File: config.mk
export PLATFORM = sky130hd
export DESIGN_NAME = led_status_ctrl
export DESIGN_NICKNAME = d
export VERILOG_FILES = /design/src/rtl/led_status_ctrl.sv
export SDC_FILE = /design/constraint.sdc
export NUM_CORES = 1
export LEC_CHECK = 0
export CORE_UTILIZATION = 40
export CTS_CLUSTER_DIAMETER = 30
export DETAILED_ROUTE_END_ITERATION = 8
export REMOVE_ABC_BUFFERS = 1
export SLEW_MARGIN = 20
export SYNTH_ARGS = -nofsm -noshare
export SYNTH_HDL_FRONTEND = slang
export SYNTH_SLANG_ARGS = --single-unit
File: constraint.sdc
create_clock -name clk -period 4.5 [get_ports clk]
set_input_delay 0.9 -clock clk [delete_from_list [all_inputs] [get_ports clk]]
set_output_delay 0.9 -clock clk [all_outputs]
set_load 0.02 [all_outputs]
File: src/rtl/led_status_ctrl.sv
// Multi-channel status-LED driver: per-channel off/on/blink/event-stretch modes,
// one shared blink phase, synchronised event inputs and a lamp-test override.
module led_status_ctrl #(
  parameter int unsigned N_CH        = 4,
  parameter int unsigned BLINK_DIV   = 50_000_000,
  parameter int unsigned STRETCH_CYC = 10_000_000
) (
  input  logic              clk,
  input  logic              rst_n,
  input  logic [2*N_CH-1:0] mode_i,
  input  logic [N_CH-1:0]   event_i,
  input  logic              lamp_test_i,
  output logic [N_CH-1:0]   led_o,
  output logic              blink_phase_o
);

  localparam int unsigned PW = (BLINK_DIV > 1) ? $clog2(BLINK_DIV) : 1;
  localparam int unsigned SW = $clog2(STRETCH_CYC + 1);

  localparam logic [PW-1:0] PrescMax    = PW'(BLINK_DIV - 1);
  localparam logic [SW-1:0] StretchLoad = SW'(STRETCH_CYC);

  localparam logic [1:0] ModeOff     = 2'b00;
  localparam logic [1:0] ModeOn      = 2'b01;
  localparam logic [1:0] ModeBlink   = 2'b10;
  localparam logic [1:0] ModeStretch = 2'b11;

  logic [PW-1:0]   r_presc;
  logic            r_blink;
  logic [N_CH-1:0] r_s1, r_s2, r_s2_d;
  logic [N_CH-1:0] r_led;
  logic [N_CH-1:0] w_rise;
  logic [N_CH-1:0] w_led_d;
  logic            w_presc_wrap;

  assign w_presc_wrap = (r_presc == PrescMax);
  assign w_rise       = r_s2 & ~r_s2_d;

  // Free-running prescaler; the blink phase is shared by every channel.
  always_ff @(posedge clk or negedge rst_n) begin
    if (!rst_n) begin
      r_presc <= '0;
      r_blink <= 1'b0;
    end else if (w_presc_wrap) begin
      r_presc <= '0;
      r_blink <= ~r_blink;
    end else begin
      r_presc <= r_presc + 1'b1;
    end
  end

  always_ff @(posedge clk or negedge rst_n) begin
    if (!rst_n) begin
      r_s1   <= '0;
      r_s2   <= '0;
      r_s2_d <= '0;
    end else begin
      r_s1   <= event_i;
      r_s2   <= r_s1;
      r_s2_d <= r_s2;
    end
  end

  for (genvar i = 0; i < N_CH; i++) begin : g_ch
    logic [1:0]    w_mode;
    logic [SW-1:0] r_cnt;
    logic [SW-1:0] w_cnt_d;
    logic          w_led_bit;

    assign w_mode = mode_i[2*i +: 2];

    // Leaving stretch mode clears the counter, so re-entry needs a fresh rise.
    always_comb begin
      w_cnt_d = r_cnt;
      if (w_mode != ModeStretch) begin
        w_cnt_d = '0;
      end else if (w_rise[i]) begin
        w_cnt_d = StretchLoad;
      end else if (r_cnt != '0) begin
        w_cnt_d = r_cnt - 1'b1;
      end
    end

    always_ff @(posedge clk or negedge rst_n) begin
      if (!rst_n) begin
        r_cnt <= '0;
      end else begin
        r_cnt <= w_cnt_d;
      end
    end

    always_comb begin
      w_led_bit = 1'b0;
      if (lamp_test_i) begin
        w_led_bit = 1'b1;
      end else begin
        case (w_mode)
          ModeOff:     w_led_bit = 1'b0;
          ModeOn:      w_led_bit = 1'b1;
          ModeBlink:   w_led_bit = r_blink;
          ModeStretch: w_led_bit = (r_cnt != '0);
          default:     w_led_bit = 1'b0;
        endcase
      end
    end

    assign w_led_d[i] = w_led_bit;
  end

  always_ff @(posedge clk or negedge rst_n) begin
    if (!rst_n) begin
      r_led <= '0;
    end else begin
      r_led <= w_led_d;
    end
  end

  assign led_o         = r_led;
  assign blink_phase_o = r_blink;

endmodule

==> reports/summary.txt, run 1 <==
Clock Pin Slew Worst Setup and Hold Paths: 0.06 ns
WL final: 15.23 mm
number of synthesized flops with an enable pin: 0
Post-Synth Simple-Gate Area: 27.17%
sequential cell area fraction in the yosys report: 49.18%
Sw Ratio: 39.61%
DRC Markers: 0
Worst-Skew Late Latency: 0.43 ns
Cell variety after synth: 57
Final Hold Slack: 0.3516 ns
CP Class: reg2reg
status: complete, no violations
Ys Warns: 0
CTS H-tree lvls: 4
VDD IR max: 0.0003832 V
share of cells above drive strength 1: 8.147%
Row Count: 48
Mapped Cells: 727
DR WL/cell: 15.44 um
first-pass GRT wire length: 26.19 mm
Slew Viols, Final: 0
post-CTS sizing: 0
Final Non-Filler Cells: 986
I/O pin count: 20
final instance area: 8079 um2
Hold Startpoint: r_s1[0]
mux contribution to synthesized area: 0.4246%
Post-CTS Setup Inserts: 0
FF-to-FF End: led_o[0]
predominant post-synthesis flop cell: dfrtp_1
minimum clock period: 2.673 ns
final antenna-violating net count: 0
vias per cell: 5.628
port bufs: 19
Cell Int Power: 3.350 mW
top-area cell type share of the netlist area: 49.18%
Comb power frac: 43.9%
DIE AREA: 18220 um2
critical path's slowest cell: nor4_1
crit path max fanout: 11
placer congestion estimate: 0.8473
total core area: 17300 um2
Fmax: 0.3742 GHz
CTS root buf: clkbuf_16
Final Cycle Share: 59.39%
Placed Area: 7488 um2
Cells after DPL: 954
unrepaired setup endpoints after global routing: no
Crit path max-delay family: simple AND/OR/NAND/NOR gates
power per cell area: 686.6 nW/um2
Worst slew margin: 41.52%
number of clock sinks: 139
skew final: 0.008511 ns
top cell type by total area after synthesis: dfrtp_1
final number of setup-violating endpoints: 0
hold path cells: 0
initial antenna violation count: 0
Initial Utilization: 40.89%
WP buf/inv: 0
CP Capture Type: register
WHS Endpoint: r_s2[0]
sequential power share: 30.9%
Critical Path Max Stage Delay: 0.72 ns
Adder-Cell Fraction of Synth Area: 1.592%
fin nets: 772
main combinational cell family by area after synthesis: simple AND/OR/NAND/NOR gates
Post-synth ARST share: 100.0%
Num CTS Buffers: 17
setup TNS: 0 ns
largest net degree at the start of global routing: 77
CP arrival: 2.98 ns
Detailed Routing Iterations Pass 1: 5
CP Cell Sequence: nor4_1 > nand4_1 > nor2_1 > a31oi_1 > or2_2
post-synthesis instance area: 7073 um2
hold_buf cts: 0
synthesis-to-layout area growth: 14.22%
total number of vias: 5549
Clock Power Share: 25.2%
CP Launch Type: register
flop2flop setup slack: 1.83 ns
Least-Margin Pin Slew: 0.8704 ns
FF-to-FF Start: g_ch[0].r_cnt[6]
syn_area_per_cell: 9.729 um2
Starting DRT DRC Count: 371
FF+latch count, synth: 139
Worst Path Required: 4.81 ns
vias in the first global route: 5436
estimated wirelength of the detail-placed design: 10.44 mm
Leak: 3.584 nW
grt ovf: 0
antenna cells: 0
ranking of synthesized cells by area: dfrtp_1 (49%), xor2_1 (5.4%), xnor2_1 (4.3%), nor2_1 (4.2%), a21oi_1 (3.0%)
Hold Vio Cnt, Final: 0
Pwr Total: 5.547 mW
CTS tree: built
die width: 135.0 um
XOR/XNOR share of the synthesized area: 9.782%
Worst R2R Path Depth: 5
sw power: 2.197 mW
total track usage: 18.33%
die height: 135.0 um
max-cap viol count: 0
HP Class: reg2reg
maximum root-to-sink buffer count: 2
Compound-Gate Fraction of Synth Area: 10.05%
[state kept, by name, summed over array words and instances (netlist names)]
name	cells
g_ch.r_cnt	96
r_presc	26
led_o	4
r_s1	4
r_s2	4
r_s2_d	4
blink_phase_o	1
[final cells by class]
cell class                      instances  area, um2
Multi-Input combinational cell        557       3473
Sequential cell                       139       3478
Inverter                               11      41.29
Timing Repair Buffer                   22      214.0
Tap cell                              225      281.5
Fill cell                            1640       9218
Clock buffer                           22      474.2
Clock inverter                         10      116.4
[stage by stage]
step,utilization (%),worst slack (ns)
after floorplan,-,2.035
after detailed placement,43.29,1.666
after CTS,46.71,1.857
final,46.71,1.827
after global placement,43.29,1.788
after global routing,46.71,1.596
[synth_stat cells (all sizes together) (11+ instances only)]
master,n
nand2,42
inv,11
clkbuf,16
nor3,28
dfrtp,139
or4,23
nand2b,12
nand4,16
nor4,28
xnor2,35
nor2,79
a21oi,42
or3,32
o21ai,31
xor2,44
and3,14
nand3,30
[per-layer routing]
layer / vias up / routed length [um] / track usage [%]
met5: - / 0 / 0
met4: 0 / 299 / 8.115
met3: 23 / 599 / 4.129
met2: 103 / 7116 / 29.12
met1: 2729 / 7209 / 23.96
li1: 2694 / - / -
[power by group through the flow]
| stage | logic, mW | registers [mW] | clock network, mW |
|---|---|---|---|
| 3_3_place_gp | 2.37 | 1.72 | 0 |
| 2_1_floorplan | 1.93 | 1.67 | 0 |
| 6_report | 2.44 | 1.71 | 1.40 |
| 3_5_place_dp | 2.41 | 1.73 | 0 |
| 5_1_grt | 2.75 | 1.75 | 1.48 |
| 4_1_cts | 2.43 | 1.71 | 1.43 |
[cell usage in the layout, fill, tap and decap left out, types with 9 or more instances in the layout]
cell type | netlist | routed
a21oi_1 | 42 | 42
clkbuf_16 | 0 | 17
nand4_1 | 16 | 16
nor2_1 | 79 | 79
or3_1 | 29 | 29
nor3_1 | 26 | 26
nand3_1 | 30 | 30
and3_1 | 14 | 14
nor4_1 | 27 | 26
or4_1 | 19 | 19
inv_1 | 11 | 11
clkdlybuf4s50_1 | 0 | 18
dfrtp_1 | 139 | 139
xnor2_1 | 35 | 35
nand2b_1 | 11 | 11
a31oi_1 | 9 | 9
nand2_1 | 42 | 42
xor2_1 | 44 | 44
ha_1 | 9 | 9
o21ai_0 | 31 | 31
[cells by family after synthesis]
group | Yosys count
flops | 139
fa+ha+maj | 9
simple gates | 347
mux | 3
compound gates | 119
xor+xnor | 79
buf+inv | 31
[worst max path at each step]
stage | from | end | cells past startpoint
detailed placement | mode_i[3] | g_ch[1].r_cnt[6] | 6
finish | g_ch[0].r_cnt[6] | led_o[0] | 5
CTS | g_ch[0].r_cnt[6] | led_o[0] | 5
global placement | mode_i[3] | g_ch[1].r_cnt[11] | 6
global route | g_ch[0].r_cnt[6] | led_o[0] | 5
floorplan | r_presc[7] | r_presc[22] | 5
Note: power is estimated with default switching activity, not from simulation.
==> run 2: changes to the inputs <==
==> constraint.sdc (replaced) <==
create_clock -name clk -period 2.5 [get_ports clk]
set_input_delay 0.5 -clock clk [delete_from_list [all_inputs] [get_ports clk]]
set_output_delay 0.5 -clock clk [all_outputs]
set_load 0.02 [all_outputs]
==> reports/summary.txt, run 2 (synthesis gave the netlist of run 1 again) <==
CP Capture Type: register
estimated wirelength of the detail-placed design: 11.09 mm
maximum root-to-sink buffer count: 2
power per cell area: 1245 nW/um2
port bufs: 19
CP arrival: 2.66 ns
total core area: 17300 um2
VDD IR max: 0.0006060 V
WL final: 15.60 mm
FF-to-FF End: g_ch[3].r_cnt[23]
Least-Margin Pin Slew: 0.6038 ns
largest net degree at the start of global routing: 53
CTS tree: built
fin nets: 794
Detailed Routing Iterations Pass 1: 5
CP Cell Sequence: or4_4 > or4b_4 > or2_4 > or3_1 > a31oi_1
placer congestion estimate: 0.8711
synthesis-to-layout area growth: 17.05%
Post-CTS Setup Inserts: 0
Worst-Skew Late Latency: 0.41 ns
crit path max fanout: 6
CTS H-tree lvls: 4
initial antenna violation count: 0
setup TNS: 0 ns
Worst slew margin: 59.37%
Critical Path Max Stage Delay: 0.58 ns
flop2flop setup slack: 0.17 ns
Worst Path Required: 2.83 ns
antenna cells: 0
share of cells above drive strength 1: 10.23%
Row Count: 48
Largest Register: g_ch.r_cnt
Num CTS Buffers: 17
status: complete, no violations
Slew Viols, Final: 0
Filler cells: 1611
critical path's slowest cell: or4_4
HP Class: in2async
final number of setup-violating endpoints: 0
max-cap viol count: 0
first-pass GRT wire length: 26.77 mm
number of clock sinks: 139
CP Launch Type: register
DRC Markers: 0
final antenna-violating net count: 0
Fmax: 0.4288 GHz
post-CTS sizing: 0
total number of vias: 5640
Worst R2R Path Depth: 5
skew final: 0.007051 ns
DR WL/cell: 15.49 um
critical path depth: 5
FF-to-FF Start: g_ch[3].r_cnt[5]
Final Non-Filler Cells: 1007
grt ovf: 0
Final Cycle Share: 93.28%
Starting DRT DRC Count: 281
total track usage: 18.51%
most frequent cells in the layout: dfrtp_1 (139), nor2_1 (79), xor2_1 (44)
DIE AREA: 18220 um2
CTS root buf: clkbuf_16
die width: 135.0 um
Cells after DPL: 976
vias per cell: 5.601
Leak: 3.703 nW
die height: 135.0 um
Hold Vio Cnt, Final: 0
commonest non-fill, non-tap cell in the layout: dfrtp_1
I/O pin count: 20
hold_buf cts: 0
minimum clock period: 2.332 ns
Clock Pin Slew Worst Setup and Hold Paths: 0.05 ns
Largest regs: g_ch.r_cnt x96, r_presc x26
utilization after layout: 47.87%
vias in the first global route: 5524
unrepaired setup endpoints after global routing: no
Largest register FFs: 96
Crit path max-delay family: simple AND/OR/NAND/NOR gates
WP buf/inv: 0
CP Class: reg2reg
Initial Utilization: 40.89%
run 2: cell count changes in the layout (fill, tap and decap cells not counted):
cell,delta
buf_12,+2
buf_4,+20
bufinv_16,+2
clkbuf_1,+3
clkbuf_8,-2
clkinv_4,-3
clkinvlp_4,-1
run 2: cell type report:
cell class / count / area (um2) / share of cell area (%)
Tap cell: 225 / 281.5 / 3.400
Sequential cell: 139 / 3478 / 42.01
Clock inverter: 8 / 142.6 / 1.723
Timing Repair Buffer: 44 / 404.1 / 4.881
Multi-Input combinational cell: 557 / 3473 / 41.95
Clock buffer: 23 / 457.9 / 5.531
Inverter: 11 / 41.29 / 0.4987
run 2: per-layer routing:
metal / vias to the layer above / GRT usage, % / wire length [um]
li1: 2733 / - / -
met1: 2778 / 24.57 / 7242
met2: 119 / 30.73 / 7593
met3: 10 / 3.979 / 641
met4: 0 / 4.619 / 124
met5: - / 0 / 0
run 2: worst max path at each step:
| stage | start | endpoint |
|---|---|---|
| floorplan | r_presc[7] | r_presc[22] |
| global placement | g_ch[3].r_cnt[4] | g_ch[3].r_cnt[19] |
| detailed placement | g_ch[3].r_cnt[5] | g_ch[3].r_cnt[23] |
| CTS | g_ch[3].r_cnt[5] | g_ch[3].r_cnt[23] |
| global route | g_ch[0].r_cnt[10] | g_ch[0].r_cnt[12] |
| finish | g_ch[3].r_cnt[5] | g_ch[3].r_cnt[23] |
run 2: stage by stage:
stage	cell area, um2	setup slack [ns]	power (mW)	hold WS, ns
2_1_floorplan	6987	0.03530	6.481	0.2044
6_report	8279	0.1680	10.31	0.02936
3_5_place_dp	7679	0.1644	7.682	0.3403
5_1_grt	8279	0.01513	11.04	0.04837
4_1_cts	8279	0.1727	10.33	0.03431
3_3_place_gp	7679	0.1915	7.606	0.3378
run 2: where the power goes:
part	switching, mW	total, mW	internal (mW)	leakage (nW)
Sequential	0.447	3.08	2.63	1.85
Combinational	2.61	4.66	2.04	1.56
Clock	0.891	2.58	1.68	0.291
Total	3.95	10.3	6.36	3.70
==> edit, RTL diff (config.mk and constraints of run 2) <==
The parameter `N_CH` goes from 4 to 5.
--- a/src/rtl/led_status_ctrl.sv
+++ b/src/rtl/led_status_ctrl.sv
@@ -1,7 +1,7 @@
 // Multi-channel status-LED driver: per-channel off/on/blink/event-stretch modes,
 // one shared blink phase, synchronised event inputs and a lamp-test override.
 module led_status_ctrl #(
-  parameter int unsigned N_CH        = 4,
+  parameter int unsigned N_CH        = 5,
   parameter int unsigned BLINK_DIV   = 50_000_000,
   parameter int unsigned STRETCH_CYC = 10_000_000
 ) (
Interface: changed (resized event_i, led_o and mode_i); port bits go from 20 to 24. The function was not compared with the original's and may differ.
==> edit against run 2 <==
First-iteration DRC count rose by 7.1%. Routed wire length up 15%. Sequential cell count grew 28. Synthesized area grew 20%. Worst setup slack improved by 0.067 ns. Total power up 14%. Synthesized cell count grew 19%. Final area is 20% higher. Largest power group unchanged.
==> edit: results (changes against run 2) <==
* Status: finished, final reports clean
* Hpwl dp at 12.8 mm (+16%)
* Metal2 WL at 8.32 mm (+9.6%)
* Placer Congestion at 0.836 (-4.1%)
* Cell Area, Placed at 0.00935 mm^2 (+22%)
* Worst skew pair latency at 0.43 ns (+0.02 ns)
* Vias per cell at 5.37 (-4.1%)
* Xor/xnor share of the synthesized area at 0.0919 (-0.00591)
* Critical-path maximum fanout at 8 (+2)
* Share of cells above drive strength 1 at 0.116 (+0.0139)
* Post-layout util at 0.484 (+0.00528)
* Critical path arrival at 2.57 ns (-0.09 ns)
* Worst Setup EP: g_ch[1].r_cnt[17]
* CP peak stage delay at 0.54 ns (-0.04 ns)
* Synth Area in Compound Gates at 0.116 (+0.0155)
* Mux share of post-synthesis cell area at 0.00487 (+0.000623)
* Clock-pin slew on the worst setup and hold paths at 0.07 ns (+0.02 ns)
* First-pass GRT wire length at 31.6 mm (+18%)
* Pleak at 4.34 nW (+17%)
* Worst slack, placed at -0.0199 ns (-0.184 ns)
* Synth Area in Adders at 0.0162 (+0.000308)
* Slew headroom at 0.572 (-0.0215)
* WL per Instance at 14.8 um (-4.7%)
* Crit. Startpoint: g_ch[1].r_cnt[18]
* Setup ws final at 0.235 ns (+0.0673 ns)
* Vias in the first global route at 6413 (+16%)
* Post-synthesis average cell area at 9.79 um^2 (+0.66%)
* Met1 track demand over resource at 0.248 (+0.00241)
* Largest net degree at the start of global routing at 65 (+23%)
* Post-Route WL at 18.0 mm (+15%)
* Synth area leaders: dfrtp_1 49%, nor2_1 4.7%, xnor2_1 4.6%
* Gr usage total at 0.179 (-0.00571)
* Dpl cells at 1185 (+21%)
* Met3 WL at 490 um (-24%)
* Biggest regs: g_ch.r_cnt: 120 flops, r_presc: 26 flops
* Grt met3 use at 0.0299 (-0.00985)
* # nets final at 963 (+21%)
* Layout Skew at 0.0125 ns (+0.00541 ns)
* Initial DRC Count at 301 (+7.1%)
* Maximum vdd drop at 0.686 mV (+13%)
* Synth cell count leaders: 167 x dfrtp_1, 106 x nor2_1, 48 x nand2_1
* Buffers on Ports at 23 (+4)
* GR met2 Demand/Resource at 0.285 (-0.0224)
[edit: cell types whose count changed after synthesis, sizes merged, moves of 6 or more]
cell | before | now
and3 | 14 | 4
o21ai | 31 | 48
nand2 | 42 | 48
o211ai | 2 | 8
dfrtp | 139 | 167
nor2 | 79 | 108
a21oi | 42 | 48
nor3 | 28 | 36
xnor2 | 35 | 45
or4 | 23 | 32
[edit: kinds of logic (layout without fill, tap and decap cells)]
family                     count (synthesis)  in the layout
AOI/OAI and AO/OA                        155            155
xor gates and xnor gates                  89             89
adders and majority gates                 11             11
buffers and inverters                     34            115
DFF                                      167            167
muxes                                      4              4
and+or+nand+nor                          406            406
[edit: worst min path at each step]
stage                     depth (start not counted)     from           endpoint  slack, ns
final                                             1    rst_n  g_ch[2].r_cnt[18]       0.06
after global routing                              1    rst_n  g_ch[2].r_cnt[18]       0.12
after CTS                                         1    rst_n  g_ch[2].r_cnt[22]       0.08
after detailed placement                          0  r_s1[2]            r_s2[2]       0.34
after global placement                            0  r_s1[2]            r_s2[2]       0.34
after floorplan                                   0    rst_n      blink_phase_o       0.20
[edit: cell type report]
cell class | count | share of cell area
Sequential cell | 167 | 0.421
Multi-Input combinational cell | 665 | 0.419
Timing Repair Buffer | 67 | 0.0617
Clock buffer | 19 | 0.0457
Tap cell | 270 | 0.0341
Clock inverter | 13 | 0.0121
Inverter | 16 | 0.00606
[edit: power groups by stage]
stage	Clock [W]	Sequential, W	Combinational [W]
3_5_place_dp	0	0.00369	0.00550
2_1_floorplan	0	0.00359	0.00409
3_3_place_gp	0	0.00369	0.00549
6_report	0.00257	0.00366	0.00556
4_1_cts	0.00264	0.00365	0.00555
5_1_grt	0.00276	0.00373	0.00626
